**src/rtl/tpu_pkg.sv**
```systemverilog
// Shared opcode/state encodings and status bit positions for the TPU host loader.
package tpu_pkg;

    typedef enum logic [2:0] {
        OP_NOP      = 3'd0,
        OP_LOAD_W   = 3'd1,
        OP_LOAD_INP = 3'd2,
        OP_LOAD_INS = 3'd3,
        OP_START    = 3'd4,
        OP_ABORT    = 3'd7
    } opcode_e;

    typedef enum logic [1:0] {
        S_IDLE = 2'd0,
        S_LOAD = 2'd1,
        S_RUN  = 2'd2
    } state_e;

    localparam int ST_LOADING = 0;
    localparam int ST_RUNNING = 1;
    localparam int ST_DONE    = 2;
    localparam int ST_ERR     = 3;

    // START and ABORT always take precedence over a LOAD with the same code
    function automatic logic is_load_op(input logic [2:0] op, input int n_targets);
        return (op != OP_NOP) && (op != OP_START) && (op != OP_ABORT) &&
               (int'(op) <= n_targets);
    endfunction

endpackage

```
**src/rtl/tpu_addr_counter.sv**
```systemverilog
// Burst address generator: loadable wrap-around address counter plus a
// remaining-bytes down-counter whose last flag marks the final byte.
module tpu_addr_counter #(
    parameter int ADDR_W = 4,
    parameter int LEN_W  = 4
) (
    input  logic              clk,
    input  logic              reset,
    input  logic              load,
    input  logic              en,
    input  logic [ADDR_W-1:0] base,
    input  logic [LEN_W-1:0]  len,
    output logic [ADDR_W-1:0] addr,
    output logic              last
);

    logic [ADDR_W-1:0] addr_r;
    logic [LEN_W-1:0]  rem_r;

    // Address and remaining-count registers; address wraps naturally
    always_ff @(posedge clk or posedge reset) begin
        if (reset) begin
            addr_r <= {ADDR_W{1'b0}};
            rem_r  <= {LEN_W{1'b0}};
        end else if (load) begin
            addr_r <= base;
            rem_r  <= len;
        end else if (en) begin
            addr_r <= addr_r + {{(ADDR_W-1){1'b0}}, 1'b1};
            rem_r  <= rem_r - {{(LEN_W-1){1'b0}}, 1'b1};
        end else begin
            addr_r <= addr_r;
            rem_r  <= rem_r;
        end
    end

    assign addr = addr_r;
    assign last = (rem_r == {LEN_W{1'b0}});

endmodule

```
**src/rtl/tpu_host_loader.sv**
```systemverilog
// Host command front end: decodes control-pin opcodes, streams burst writes
// into the target memories, pulses the core start and tracks run status.
module tpu_host_loader
    import tpu_pkg::*;
#(
    parameter int DATA_W    = 8,
    parameter int ADDR_W    = 4,
    parameter int N_TARGETS = 3,
    parameter int LEN_W     = 4
) (
    input  logic                 clk,
    input  logic                 reset,
    input  logic [DATA_W-1:0]    ui_in,
    input  logic [7:0]           uio_in,
    input  logic                 core_done,
    output logic [N_TARGETS-1:0] wr_en,
    output logic [ADDR_W-1:0]    wr_addr,
    output logic [DATA_W-1:0]    wr_data,
    output logic                 start,
    output logic [3:0]           status,
    output logic [7:0]           uio_oe
);

    state_e                state_r, state_next_s;
    logic [2:0]            op_s;
    logic                  valid_s, load_op_s;
    logic [N_TARGETS-1:0]  tgt_oh_s, tgt_r;
    logic                  cnt_load_s, accept_s, cnt_last_s;
    logic [ADDR_W-1:0]     cnt_addr_s;
    logic                  err_next_s, done_next_s, start_next_s;
    logic [N_TARGETS-1:0]  wr_en_r;
    logic [ADDR_W-1:0]     wr_addr_r;
    logic [DATA_W-1:0]     wr_data_r;
    logic                  start_r;
    logic [3:0]            status_r;

    assign op_s      = uio_in[7:5];
    assign valid_s   = uio_in[4];
    assign load_op_s = is_load_op(op_s, N_TARGETS);

    // One-hot target select decoded from a LOAD opcode
    always_comb begin
        tgt_oh_s = {N_TARGETS{1'b0}};
        for (int k = 0; k < N_TARGETS; k++) begin
            tgt_oh_s[k] = load_op_s && (op_s == 3'(k + 1));
        end
    end

    tpu_addr_counter #(.ADDR_W(ADDR_W), .LEN_W(LEN_W)) u_addr_counter (
        .clk   (clk),
        .reset (reset),
        .load  (cnt_load_s),
        .en    (accept_s),
        .base  (ui_in[ADDR_W-1:0]),
        .len   (uio_in[LEN_W-1:0]),
        .addr  (cnt_addr_s),
        .last  (cnt_last_s)
    );

    // FSM state register
    always_ff @(posedge clk or posedge reset) begin
        if (reset) begin
            state_r <= S_IDLE;
        end else begin
            state_r <= state_next_s;
        end
    end

    // Next-state, sticky status and write-acceptance decode
    always_comb begin
        state_next_s = state_r;
        err_next_s   = status_r[ST_ERR];
        done_next_s  = status_r[ST_DONE];
        start_next_s = 1'b0;
        cnt_load_s   = 1'b0;
        accept_s     = 1'b0;
        case (state_r)
            S_IDLE: begin
                if (op_s == OP_START) begin
                    state_next_s = S_RUN;
                    start_next_s = 1'b1;
                    done_next_s  = 1'b0;
                end else if (load_op_s) begin
                    state_next_s = S_LOAD;
                    cnt_load_s   = 1'b1;
                end else if (op_s == OP_ABORT) begin
                    err_next_s  = 1'b0;
                    done_next_s = 1'b0;
                end else if (op_s != OP_NOP) begin
                    err_next_s = 1'b1;
                end else begin
                    state_next_s = S_IDLE;
                end
            end
            S_LOAD: begin
                if (op_s == OP_ABORT) begin
                    state_next_s = S_IDLE;
                    err_next_s   = 1'b0;
                end else begin
                    if (op_s != OP_NOP) begin
                        err_next_s = 1'b1;
                    end else begin
                        err_next_s = status_r[ST_ERR];
                    end
                    // a stalled cycle neither writes nor advances the address
                    if (valid_s) begin
                        accept_s = 1'b1;
                        if (cnt_last_s) begin
                            state_next_s = S_IDLE;
                        end else begin
                            state_next_s = S_LOAD;
                        end
                    end else begin
                        accept_s = 1'b0;
                    end
                end
            end
            S_RUN: begin
                // ABORT beats a simultaneous core_done, so done stays clear
                if (op_s == OP_ABORT) begin
                    state_next_s = S_IDLE;
                    err_next_s   = 1'b0;
                end else begin
                    if (op_s != OP_NOP) begin
                        err_next_s = 1'b1;
                    end else begin
                        err_next_s = status_r[ST_ERR];
                    end
                    if (core_done) begin
                        state_next_s = S_IDLE;
                        done_next_s  = 1'b1;
                    end else begin
                        state_next_s = S_RUN;
                    end
                end
            end
            default: begin
                state_next_s = S_IDLE;
            end
        endcase
    end

    // Target latched at the LOAD command for the whole burst
    always_ff @(posedge clk or posedge reset) begin
        if (reset) begin
            tgt_r <= {N_TARGETS{1'b0}};
        end else if (cnt_load_s) begin
            tgt_r <= tgt_oh_s;
        end else begin
            tgt_r <= tgt_r;
        end
    end

    // Registered outputs: write port, start pulse and status flags
    always_ff @(posedge clk or posedge reset) begin
        if (reset) begin
            wr_en_r   <= {N_TARGETS{1'b0}};
            wr_addr_r <= {ADDR_W{1'b0}};
            wr_data_r <= {DATA_W{1'b0}};
            start_r   <= 1'b0;
            status_r  <= 4'b0000;
        end else begin
            wr_en_r <= accept_s ? tgt_r : {N_TARGETS{1'b0}};
            if (accept_s) begin
                wr_addr_r <= cnt_addr_s;
                wr_data_r <= ui_in;
            end
            start_r              <= start_next_s;
            status_r[ST_ERR]     <= err_next_s;
            status_r[ST_DONE]    <= done_next_s;
            status_r[ST_RUNNING] <= (state_next_s == S_RUN);
            status_r[ST_LOADING] <= (state_next_s == S_LOAD);
        end
    end

    assign wr_en   = wr_en_r;
    assign wr_addr = wr_addr_r;
    assign wr_data = wr_data_r;
    assign start   = start_r;
    assign status  = status_r;
    assign uio_oe  = 8'h00;

endmodule

```
**config.mk**
```make
export PLATFORM = sky130hd
export DESIGN_NAME = tpu_host_loader
export DESIGN_NICKNAME = d
export VERILOG_FILES = /design/src/rtl/tpu_pkg.sv /design/src/rtl/tpu_addr_counter.sv /design/src/rtl/tpu_host_loader.sv
export SDC_FILE = /design/constraint.sdc
export NUM_CORES = 1
export LEC_CHECK = 0
export ABC_CLOCK_PERIOD_IN_PS = 5000
export CELL_PAD_IN_SITES_DETAIL_PLACEMENT = 1
export CELL_PAD_IN_SITES_GLOBAL_PLACEMENT = 2
export CORE_MARGIN = 4
export CORE_UTILIZATION = 29
export CTS_BUF_LIST = sky130_fd_sc_hd__clkbuf_16
export CTS_CLUSTER_DIAMETER = 120
export CTS_CLUSTER_SIZE = 10
export DETAILED_ROUTE_END_ITERATION = 8
export PLACE_DENSITY = 0.81
export SYNTH_ARGS = -nofsm -noshare
export SYNTH_HDL_FRONTEND = slang
export SYNTH_SLANG_ARGS = --single-unit
```
**constraint.sdc**
```tcl
create_clock -name clk -period 5 [get_ports clk]
set_input_delay 0.5 -clock clk [delete_from_list [all_inputs] [get_ports clk]]
set_output_delay 0.5 -clock clk [all_outputs]
set_load 0.1 [all_outputs]
```
-- Yosys cells after proc, flatten, opt, wreduce, memory -nomap -nowiden
Index checks and enable logic that the tools add are counted.
- register bits after elaboration: 33
- bits of input ports: 19
- output and inout bits: 28
- logic and storage cells: 80
- $add $sub $neg: 2
- order comparisons: 1
- eq/ne operators: 17
- mux-type cells: 34
- reduce and logical (&&, ||, !) cells: 15
- operators with widths (kind ; count):
    $mux 1 ; 18
    $mux 2 ; 8
    $mux 4 ; 4
    $ne 3x3->1 const B ; 4
    $ne 2x2->1 const B ; 4
    $eq 3x2->1 const B ; 2
    $eq 3x3->1 const B ; 2
    $logic_and 1x1->1 ; 6
    $pmux 2 s3 ; 1
    $reduce_bool 2->1 ; 3
    $reduce_and 5->1 ; 1
    $add 4x1->4 const B ; 1
    $eq 2x1->1 const B ; 2
    $eq 2x2->1 const B ; 2
    $logic_not 4->1 ; 1
    $pmux 1 s2 ; 2
    $sub 4x1->4 const B ; 1
    $eq 3x1->1 const B ; 1
    $le 3x2->1 const B ; 1
    $mux 3 ; 1
    $reduce_and 3->1 ; 1
    $reduce_bool 3->1 ; 1
    $logic_not 2->1 ; 1
    $reduce_or 2->1 ; 1

-- Depth between registers and ports, before layout
Gate-level depths: netlist (run 1).
- word-level depth: 8
- mapped depth: 7
- gate-level depth less buffers: 4

-- By module
A second synthesis (run 1) with hierarchy kept.
- cell total of the unflattened synthesis: 131
- area, all modules: 1550.2 um^2
- by module, submodules not included (module ; times used ; cells an instance ; area an instance (um^2) ; seq. area each (um^2)):
    tpu_host_loader ; 1 ; 89 ; 1104.8 ; 625.6
    tpu_addr_counter ; 1 ; 42 ; 445.4 ; 200.2

-- Worst setup path after synthesis (run 1)
Ideal clock, no wire load.
- path type: input to register
- start point: in uio_in[7]
- end point: reg u_addr_counter.addr_r[3], in the netlist u_addr_counter.addr[3]
- setup time: 0.126 ns
- data arrival time: 1.530 ns
- data required time: 4.874 ns
- path slack: 3.344 ns
- stages: 4
- buffers on the path: 0
- cell sequence: or3_4 -> o22ai_4 -> a21bo_1 -> a221o_1
- cells in the longest elaborated chain, start to end: 8
- elaborated cells on any way between the ends: 16
- those cells by class: 1 x order compare; 4 x eq/ne; 6 x mux; 5 x reduce/logical
- RTL lines (what ; line ; source):
    start: declaration ; tpu_host_loader.sv:14 ; input logic [7:0] uio_in,
    parallel branches: the longest is 8 deep, another holds $le 3x2->1 ; -- ;
    end signal: assignment ; tpu_addr_counter.sv:23 ; addr_r <= {ADDR_W{1'b0}};
    end signal: assignment ; tpu_addr_counter.sv:26 ; addr_r <= base;
    end signal: assignment ; tpu_addr_counter.sv:29 ; addr_r <= addr_r + {{(ADDR_W-1){1'b0}}, 1'b1};
    end: declaration ; tpu_addr_counter.sv:17 ; logic [ADDR_W-1:0] addr_r;
Several ways; the timed one is not identified.
A chain may end at the register's enable or synchronous reset.

-- Worst setup path in the final report (run 1)
- start point: in uio_in[5]
- end point: reg u_addr_counter.addr_r[2], in the netlist u_addr_counter.addr[2]
Same word-level chain as after synthesis.

==> out/metrics.cfg, run 1 <==
[setup_path]
r2r-end = u_addr_counter.addr[2]$_DFFE_PP0P_
r2r_start = state_r[1]$_DFF_PP0_
crit_arrival_ps = 2540
path_class = input port to register
crit_fanout = 19
rrSetupSlack_ps = 3130
required_ps = 5160
reg2reg_depth = 4
cp-end-kind = register
start_kind = input port

[clock_tree]
cts_tree = yes
postCtsHoldBufs = 0
path_clk_slew_ps = 50
cts_root_buf = clkbuf_16
clock_latency_ps = 280
clockBufferDepth = 2
cts_buffers = 5
cts.sinks = 33
post_cts_buffers = 0
cts-resized-gates = 0
htreeDepth = 2

[synthesis]
synthArstFlopShare_pct = 100
syn_area_per_cell_um2 = 9.45
synthTopCellsByArea = dfrtp_1 53%, nand2_1 11%, buf_4 3.8%, ha_1 2.4%, a21oi_1 2.2%
synth_ff_type = dfrtp_1
ys_ff_latch = 33
syn_inst = 166
ys_seq_area_share_pct = 52.6
syn_area_um2 = 1570
synth_edf_count = 0
synth_top_area_cell = dfrtp_1
yosysWarnings = 0
netlist.area_leader.share_pct = 52.6
ys_types = 39

[cells_and_area]
area_delta_synth_final_pct = 37.7
antenna_cells = 0
final_nets = 226
fillers = 585
fin_cells = 275
drive_gt1_share_pct = 7.32

[drt]
wirelength_um = 3820
ant_nets = 0
first_pass_iters = 3
drc = 0
drt_iter0_markers = 50
viasPerCell = 4.61
dr_total_vias = 1269
wire_per_inst_um = 13.9

[global_routing]
grt_pass1_vias = 1343
grt_max_degree = 34
antenna_found_initial = 0
grt_pass1_wl_um = 6400
grtUsageTotal_pct = 12.7
grt_remaining_overflow = 0

[sta]
maxSlewHeadroom_pct = 34.3
timing.final.crit_period_ps = 2380
setup_tns_ps = 0
period_share_pct = 47.6
hold_viol = 0
setup_violations = 0
skew_ps = 6.19
fmax_ghz = 0.420
worstMarginPinSlew_ps = 982
maxSlewViolCount = 0
rsz0062_at_grt = false

[min_path]
hold_path_class = register to register
hold_start = wr_addr[2]$_DFFE_PP0P_
hold_depth = 2
whs_endpoint = wr_addr[2]$_DFFE_PP0P_

[die]
initial_core_util_pct = 30.3
die_height_um = 81.6
rows = 26
core_um2 = 5170
die_area_um2 = 6650
io-pin-count = 47
die_w_um = 81.6

[pwr]
peakVddDrop_v = 0.000321
power.density_nw_per_um2 = 702
leakagePower_nw = 0.985

[place]
dp_hpwl_um = 2750
port-buffer-count = 38
placed_cells = 267
globalplace.congestion = 0.701

[status]
status = finished clean

[flow_run]
drv_cap = 0

placed cells by master (no fill, tap or decap), types with 2 or more instances in the layout:
cell	count
nand2_1	44
clkdlybuf4s50_1	38
dfrtp_1	33
nor2_1	9
conb_1	8
a21oi_1	7
inv_1	6
nor3_1	5
o21ai_0	5
clkbuf_16	5
a221o_1	3
and2_1	3
ha_1	3
nand3_1	2
o21ai_1	2
and3_1	2
nand2b_1	2
a41oi_1	2
a31oi_1	2
o21a_1	2
bufinv_16	2
buf_4	2
cell usage after synthesis, drive strengths merged, types with 3 or more instances:
| master | instances |
|---|---|
| nand2 | 44 |
| buf | 12 |
| a221o | 3 |
| dfrtp | 33 |
| nor3 | 5 |
| ha | 3 |
| inv | 6 |
| and2 | 3 |
| o21ai | 7 |
| clkbuf | 4 |
| a21oi | 7 |
| nor2 | 10 |
logic make-up (layout without fill, tap and decap cells):
family / after synthesis / in the layout / share of synthesized area [%]
AO/OA/AOI/OAI: 32 / 32 / 14.7
XOR/XNOR: 1 / 1 / 0.558
adder cells (fa/ha/maj): 3 / 3 / 2.39
buffers and inverters: 22 / 54 / 8.29
flip-flops: 33 / 33 / 52.6
other: 1 / 8 / 0.239
AND/OR/NAND/NOR: 74 / 74 / 21.2
cell type report:
type / count / area [um2] / area share, %
flip-flops and latches: 33 / 826 / 38.2
multi-input cells: 118 / 639 / 29.6
repair buffers: 40 / 395 / 18.3
clock buffers: 5 / 125 / 5.79
well taps: 70 / 87.6 / 4.05
clock inverters: 3 / 65.1 / 3.01
inverters: 6 / 22.5 / 1.04
flip-flops by register name, indices dropped and copies added (netlist names):
name,flops
start,1
state_r,2
status,4
tgt_r,3
u_addr_counter.addr,4
u_addr_counter.rem_r,4
wr_addr,4
wr_data,8
wr_en,3
per-stage QoR:
stage	total power, W	hold WS (ps)	setup slack [ps]	cell area [um2]	utilization [%]
detailed placement	0.00113	460	2280	1970	38.1
finish	0.00152	472	2620	2160	41.8
global route	0.00160	512	2440	2160	41.8
floorplan	0.000964	439	3340	1600	-
CTS	0.00154	480	2560	2160	41.8
global placement	0.00112	461	2350	1970	38.1
metal layers:
metal | global-route usage (%) | routed length [um]
met1 | 14.8 | 1590
met2 | 21.7 | 1900
met3 | 4.39 | 274
met4 | 4.56 | 61
met5 | 0 | 0
critical path, cell delays in order:
cell	delay, ps
clkdlybuf4s50_1	730
a31o_2	300
or2_1	540
o21ai_0	160
a221o_1	310
where the power goes:
part / switching [W] / internal (W) / leakage (nW)
Combinational: 0.000519 / 0.000174 / 0.483
Sequential: 0.0000671 / 0.000359 / 0.408
Clock: 0.000112 / 0.000284 / 0.0938
how the worst max path moves through the flow:
stage                         start                                  to  depth (start not counted)
after floorplan           uio_in[7]  u_addr_counter.addr[3]$_DFFE_PP0P_                          4
after global placement    uio_in[5]  u_addr_counter.addr[2]$_DFFE_PP0P_                          5
after detailed placement  uio_in[5]  u_addr_counter.addr[2]$_DFFE_PP0P_                          5
after CTS                 uio_in[5]  u_addr_counter.addr[2]$_DFFE_PP0P_                          5
after global routing      uio_in[5]  u_addr_counter.addr[2]$_DFFE_PP0P_                          5
final                     uio_in[5]  u_addr_counter.addr[2]$_DFFE_PP0P_                          5
(Power assumes the default switching activity.)
==> inputs of run 2 (changes only) <==
--- a/config.mk
+++ b/config.mk
@@ -5,16 +5,16 @@
 export SDC_FILE = /design/constraint.sdc
 export NUM_CORES = 1
 export LEC_CHECK = 0
-export ABC_CLOCK_PERIOD_IN_PS = 5000
+export ABC_CLOCK_PERIOD_IN_PS = 2200
 export CELL_PAD_IN_SITES_DETAIL_PLACEMENT = 1
 export CELL_PAD_IN_SITES_GLOBAL_PLACEMENT = 2
 export CORE_MARGIN = 4
-export CORE_UTILIZATION = 29
+export CORE_UTILIZATION = 27
 export CTS_BUF_LIST = sky130_fd_sc_hd__clkbuf_16
 export CTS_CLUSTER_DIAMETER = 120
 export CTS_CLUSTER_SIZE = 10
 export DETAILED_ROUTE_END_ITERATION = 8
-export PLACE_DENSITY = 0.81
+export PLACE_DENSITY = 0.76
 export SYNTH_ARGS = -nofsm -noshare
 export SYNTH_HDL_FRONTEND = slang
 export SYNTH_SLANG_ARGS = --single-unit
==> constraint.sdc (replaced) <==
create_clock -name clk -period 2.2 [get_ports clk]
set_input_delay 0.22 -clock clk [delete_from_list [all_inputs] [get_ports clk]]
set_output_delay 0.22 -clock clk [all_outputs]
set_load 0.1 [all_outputs]
==> run 2 against run 1 <==
Worst hold slack worse by 130 ps. Register-to-register slack worse by 2700 ps. Sequential share of layout area grew 0.40 points. Clock skew about the same. Global-route usage is 1.7 points lower. Die area grew 6.7%. Power grew 120%. Non-clock buffer count up 7. Core utilization shrank 3.4 points. Critical path type is now register to register. Largest power group unchanged. Highest routed layer unchanged.
==> out/metrics.cfg, run 2 (same netlist as run 1, synthesis figures left out) <==
[clock_tree]
cts_tree = yes
htreeDepth = 2  ; unchanged
postCtsHoldBufs = 0  ; unchanged
post_cts_buffers = 0  ; unchanged
cts.sinks = 33  ; unchanged
clockBufferDepth = 2  ; unchanged
clock_latency_ps = 280  ; about the same
cts-resized-gates = 0  ; unchanged
path_clk_slew_ps = 50  ; about the same
cts_root_buf = clkbuf_16
cts_buffers = 5  ; unchanged

[cells_and_area]
area_delta_synth_final_pct = 36.3
antenna_cells = 0  ; unchanged
final_common_cell = nand2_1
largest_reg_flops = 8  ; unchanged
final_area_um2 = 2140  ; -1.0%
fillers = 659  ; +13%
fin_cells = 284  ; +3.3%
final_cell_mix = 44 x nand2_1, 33 x dfrtp_1, 29 x buf_4
drive_gt1_share_pct = 18.9  ; +12 points
final_nets = 233  ; +3.1%
fin_util_pct = 38.4  ; -3.4 points

[place]
globalplace.congestion = 0.719  ; +2.6%
port-buffer-count = 38  ; unchanged
dp_hpwl_um = 2730  ; -0.56%
placed_area_um2 = 1980  ; +0.25%
placed_cells = 276  ; +3.4%

[die]
die_w_um = 84.2  ; +3.3%
rows = 27  ; +3.8%
io-pin-count = 47  ; unchanged
die_height_um = 84.2  ; +3.3%
initial_core_util_pct = 28.1  ; -2.2 points
die_area_um2 = 7090  ; +6.7%
core_um2 = 5570  ; +7.8%

[sta]
holdWs_ps = 341  ; -130 ps
setup_tns_ps = 0  ; unchanged
period_share_pct = 78.3
fmax_ghz = 0.581
setup_violations = 0  ; unchanged
rsz0062_at_grt = false
timing.final.crit_period_ps = 1720
skew_ps = 6.03  ; -0.159 ps
hold_viol = 0  ; unchanged
maxSlewViolCount = 0  ; unchanged

[drt]
met3WireLength_um = 225  ; -18%
drt_iter0_markers = 24  ; -52%
viasPerCell = 4.49  ; -2.6%
dr_total_vias = 1276  ; +0.55%
wire_per_inst_um = 13.3  ; -4.0%
top_layer_used = met4
drc = 0  ; unchanged
wl_met1_um = 1860  ; +17%
ant_nets = 0  ; unchanged
route.met2.wl_um = 1650  ; -13%
wirelength_um = 3790  ; -0.89%
first_pass_iters = 3  ; unchanged

[pwr]
power.density_nw_per_um2 = 1540  ; +120%
peakVddDrop_v = 0.000618  ; +93%
leakagePower_nw = 1.03  ; +5.0%

[flow_run]
drv_cap = 0  ; unchanged

[setup_path]
required_ps = 2360  ; -2800 ps
path_class = register to register
crit_arrival_ps = 1880  ; -660 ps
crit_fanout = 7  ; -12
cp-end-kind = register
crit_path_max_incr_delay_ps = 460  ; -270 ps
start_kind = register
crit_chain = or3_4 > o22ai_4 > a21bo_1 > a221o_1
cp_slowest_cell = dfrtp_1

[global_routing]
antenna_found_initial = 0  ; unchanged
grtUsageTotal_pct = 11.0  ; -1.7 points
grt_remaining_overflow = 0  ; unchanged
grt_max_degree = 34  ; unchanged
grt_pass1_vias = 1317  ; -1.9%
grt_pass1_wl_um = 6330  ; -1.1%

[status]
status = finished clean

[min_path]
hold_path_class = input port to asynchronous set/reset pin

==> run 2: cell count changes in the layout (fill, tap and decap cells not counted) <==
cell | before | now
inv_1 | 6 | 7
bufinv_16 | 2 | 1
clkinv_2 | 1 | 0
clkinv_1 | 0 | 1
buf_4 | 2 | 29
clkdlybuf4s50_1 | 38 | 18
==> run 2: power breakdown <==
part | switching [W] | internal (W) | total (W)
clock network | 0.000241 | 0.000525 | 0.000766
logic | 0.00118 | 0.000377 | 0.00156
registers | 0.000145 | 0.000817 | 0.000962
==> run 2: through the flow <==
stage / setup slack, ps / power (W)
after detailed placement: 257 / 0.00255
final: 478 / 0.00329
after CTS: 454 / 0.00333
after floorplan: 592 / 0.00219
after global placement: 268 / 0.00252
after global routing: 372 / 0.00347
==> run 2: final timing paths <==
check | cells after the start | end | start | slack, ps
max in group asynchronous | 3 | wr_data[7]$_DFFE_PP0P_ | reset | 1550
worst max register to register | 4 | u_addr_counter.addr[3]$_DFFE_PP0P_ | state_r[0]$_DFF_PP0_ | 480
worst max-delay path | 4 | u_addr_counter.addr[3]$_DFFE_PP0P_ | state_r[0]$_DFF_PP0_ | 480
worst min-delay path | 3 | wr_en[0]$_DFF_PP0_ | reset | 340
worst min register to register | 2 | wr_addr[2]$_DFFE_PP0P_ | wr_addr[2]$_DFFE_PP0P_ | 470
min in group clk | 2 | wr_addr[2]$_DFFE_PP0P_ | wr_addr[2]$_DFFE_PP0P_ | 470
==> run 2: cell type report <==
cell class | count | area, um2 | share of cell area, %
Clock buffer | 5 | 125 | 5.85
Sequential cell | 33 | 826 | 38.6
Inverter | 6 | 22.5 | 1.05
Timing Repair Buffer | 47 | 398 | 18.6
Tap cell | 72 | 90.1 | 4.21
Clock inverter | 3 | 37.5 | 1.76
Multi-Input combinational cell | 118 | 639 | 29.9
==> run 2: routing by layer <==
metal | vias to the layer above | global-route usage (%)
li1 | 631 | -
met1 | 602 | 14.4
met2 | 37 | 16.8
met3 | 6 | 3.83
met4 | 0 | 4.39
met5 | - | 0
==> run 2: worst max-delay path: cells and delay by family (launching register included) <==
| kind | cells | cell delay (ps) |
|---|---|---|
| flip-flops | 1 | 460 |
| AO/OA/AOI/OAI | 3 | 710 |
| AND/OR/NAND/NOR | 1 | 440 |
==> inputs of run 3 (changes only) <==
--- a/config.mk
+++ b/config.mk
@@ -5,16 +5,16 @@
 export SDC_FILE = /design/constraint.sdc
 export NUM_CORES = 1
 export LEC_CHECK = 0
-export ABC_CLOCK_PERIOD_IN_PS = 2200
+export ABC_CLOCK_PERIOD_IN_PS = 1500
 export CELL_PAD_IN_SITES_DETAIL_PLACEMENT = 1
 export CELL_PAD_IN_SITES_GLOBAL_PLACEMENT = 2
 export CORE_MARGIN = 4
-export CORE_UTILIZATION = 27
+export CORE_UTILIZATION = 25
 export CTS_BUF_LIST = sky130_fd_sc_hd__clkbuf_16
 export CTS_CLUSTER_DIAMETER = 120
 export CTS_CLUSTER_SIZE = 10
 export DETAILED_ROUTE_END_ITERATION = 8
-export PLACE_DENSITY = 0.76
+export PLACE_DENSITY = 0.74
 export SYNTH_ARGS = -nofsm -noshare
 export SYNTH_HDL_FRONTEND = slang
 export SYNTH_SLANG_ARGS = --single-unit
==> constraint.sdc (replaced) <==
create_clock -name clk -period 1.5 [get_ports clk]
set_input_delay 0.15 -clock clk [delete_from_list [all_inputs] [get_ports clk]]
set_output_delay 0.15 -clock clk [all_outputs]
set_load 0.1 [all_outputs]
==> run 3 against run 2 <==
The run now ends with setup timing left. Core utilization up 4.5 points. Clock skew about the same. Critical endpoint unchanged. Via count up 6.3%. First-iteration DRC count up 67%. Clock power up 24%.
==> out/metrics.cfg, run 3 (same netlist as run 1, synthesis figures left out) <==
[clock_tree]
postCtsHoldBufs = 0  ; unchanged
htreeDepth = 2  ; unchanged
cts.sinks = 33  ; unchanged
path_clk_slew_ps = 50  ; about the same
cts_root_buf = clkbuf_16
clock_latency_ps = 280  ; about the same
clockBufferDepth = 2  ; unchanged
cts_buffers = 5  ; unchanged
cts_tree = yes

[pwr]
switchingPower_w = 0.00243  ; +55%
pwr-share-seq_pct = 28.1  ; -1.2 points
leakagePower_nw = 1.21  ; +17%
p_comb_share_pct = 54.0  ; +6.6 points
clockPowerShare_pct = 17.9  ; -5.4 points
peakVddDrop_v = 0.00112  ; +81%
power.density_nw_per_um2 = 2070  ; +35%
p_int_w = 0.00288  ; +68%
swShare_pct = 45.7  ; -2.0 points

[setup_path]
start_kind = register
cp_slowest_cell = or3_4
crit_path_max_incr_delay_ps = 390  ; -70 ps
cp-end-kind = register
crit_chain = or3_4 > o22ai_4 > a21bo_1 > a221o_1
crit_family = compound AO/OA/AOI/OAI gates
crit_fanout = 4  ; -3
path_buf_inv = 0  ; unchanged
required_ps = 1660  ; -700 ps
path_class = register to register
crit_arrival_ps = 1730  ; -150 ps

[min_path]
hold_path_class = input port to asynchronous set/reset pin

[die]
die_w_um = 87.2  ; +3.5%
core_um2 = 5990  ; +7.5%
die_height_um = 87.2  ; +3.5%
rows = 28  ; +3.7%
die_area_um2 = 7610  ; +7.2%
io-pin-count = 47  ; unchanged
initial_core_util_pct = 26.2  ; -2.0 points

[drt]
wirelength_um = 3980  ; +5.1%
wl_met1_um = 1710  ; -8.0%
drc = 0  ; unchanged
wire_per_inst_um = 13.1  ; -1.8%
ant_nets = 0  ; unchanged
met3WireLength_um = 254  ; +13%
top_layer_used = met4
dr_total_vias = 1356  ; +6.3%
route.met2.wl_um = 1960  ; +19%
viasPerCell = 4.46  ; -0.72%
drt_iter0_markers = 40  ; +67%
first_pass_iters = 5  ; +2

[cells_and_area]
drive_gt1_share_pct = 26.2  ; +7.3 points
fin_util_pct = 42.8  ; +4.5 points
fillers = 682  ; +3.5%
final_nets = 250  ; +7.3%
fin_cells = 304  ; +7.0%
antenna_cells = 0  ; unchanged
final_common_cell = nand2_1
largest_reg_flops = 8  ; unchanged
final_cell_mix = 43 x nand2_1, 33 x dfrtp_1, 23 x buf_12
area_delta_synth_final_pct = 63.5

[status]
status = complete, but fails checks
violations = setup timing

[global_routing]
grtUsageTotal_pct = 11.5  ; +0.44 points
grt_pass1_wl_um = 6770  ; +7.0%
antenna_found_initial = 0  ; unchanged
grt_pass1_vias = 1465  ; +11%
grt_max_degree = 34  ; unchanged
grt_remaining_overflow = 0  ; unchanged

[sta]
period_share_pct = 105  ; +27 points
setup_violations = 2  ; +2
maxSlewViolCount = 0  ; unchanged
hold_viol = 0  ; unchanged
skew_ps = 5.99  ; -0.0379 ps
holdWs_ps = 279  ; -62.1 ps
timing.final.crit_period_ps = 1570  ; -150 ps
fmax_ghz = 0.636  ; +9.5%
rsz0062_at_grt = true
setup_ws_ps = -72.2  ; -550 ps

[flow_run]
drv_cap = 0  ; unchanged

[place]
dp_hpwl_um = 2990  ; +9.5%
globalplace.congestion = 0.796  ; +11%
placed_cells = 295  ; +6.9%
port-buffer-count = 38  ; unchanged

==> run 3: changes by cell type in the layout (fill, tap and decap cells not counted), sizes merged <==
cell,delta
buf,+17
bufinv,-1
inv,-1
clkinv,+2
==> run 3: per-stage QoR <==
step           worst slack (ps)  power, W  setup TNS [ps]  instance area (um2)
2_1_floorplan              -105   0.00322            -140                 1600
3_3_place_gp               -304   0.00432           -5650                 2390
6_report                  -72.2   0.00531           -75.5                 2560
4_1_cts                   -87.6   0.00537            -117                 2530
3_5_place_dp               -319   0.00437           -6350                 2390
5_1_grt                    -142   0.00562            -392                 2560
==> run 3: timing repair <==
item,CTS,global route
setup buffers,0,1
endpoints found under the setup margin,2,20
gates resized for setup,1,8
==> run 3: power by group through the flow <==
stage	logic, W	clock network (W)	registers (W)
finish	0.00287	0.000953	0.00149
global placement	0.00282	0	0.00150
CTS	0.00287	0.000999	0.00150
floorplan	0.000656	0	0.00256
global route	0.00304	0.00103	0.00154
detailed placement	0.00286	0	0.00151
==> run 3: area by class of cell <==
cell class,count,area (um2),area share [%]
multi-input cells,118,661,25.8
repair buffers,64,825,32.1
clock buffers,5,125,4.88
inverters,6,22.5,0.878
clock inverters,3,12.5,0.488
flip-flops and latches,33,826,32.2
well taps,75,93.8,3.66
==> run 3: worst paths after layout <==
check	from	end	slack, ps	depth (start not counted)
hold / removal	reset	u_addr_counter.addr[1]$_DFFE_PP0P_	280	3
max in group asynchronous	reset	state_r[1]$_DFF_PP0_	920	3
setup reg to reg	state_r[0]$_DFF_PP0_	u_addr_counter.addr[3]$_DFFE_PP0P_	-70	4
hold reg to reg	tgt_r[2]$_DFFE_PP0P_	tgt_r[2]$_DFFE_PP0P_	480	2
min in group clk	ui_in[7]	wr_data[7]$_DFFE_PP0P_	420	3
setup / recovery	state_r[0]$_DFF_PP0_	u_addr_counter.addr[3]$_DFFE_PP0P_	-70	4
==> run 3: worst register-to-register path: stages (launching register included) <==
cell and delay [ps]:
dfrtp_1 380, or3_4 390, o22ai_4 180, a21bo_1 230
a221o_1 280
==> run 3: metal layers <==
layer  vias to the layer above  global-route usage [%]
li1                        668                       -
met1                       646                    13.6
met2                        37                    19.7
met3                         5                    2.93
met4                         0                    4.60
met5                         -                       0
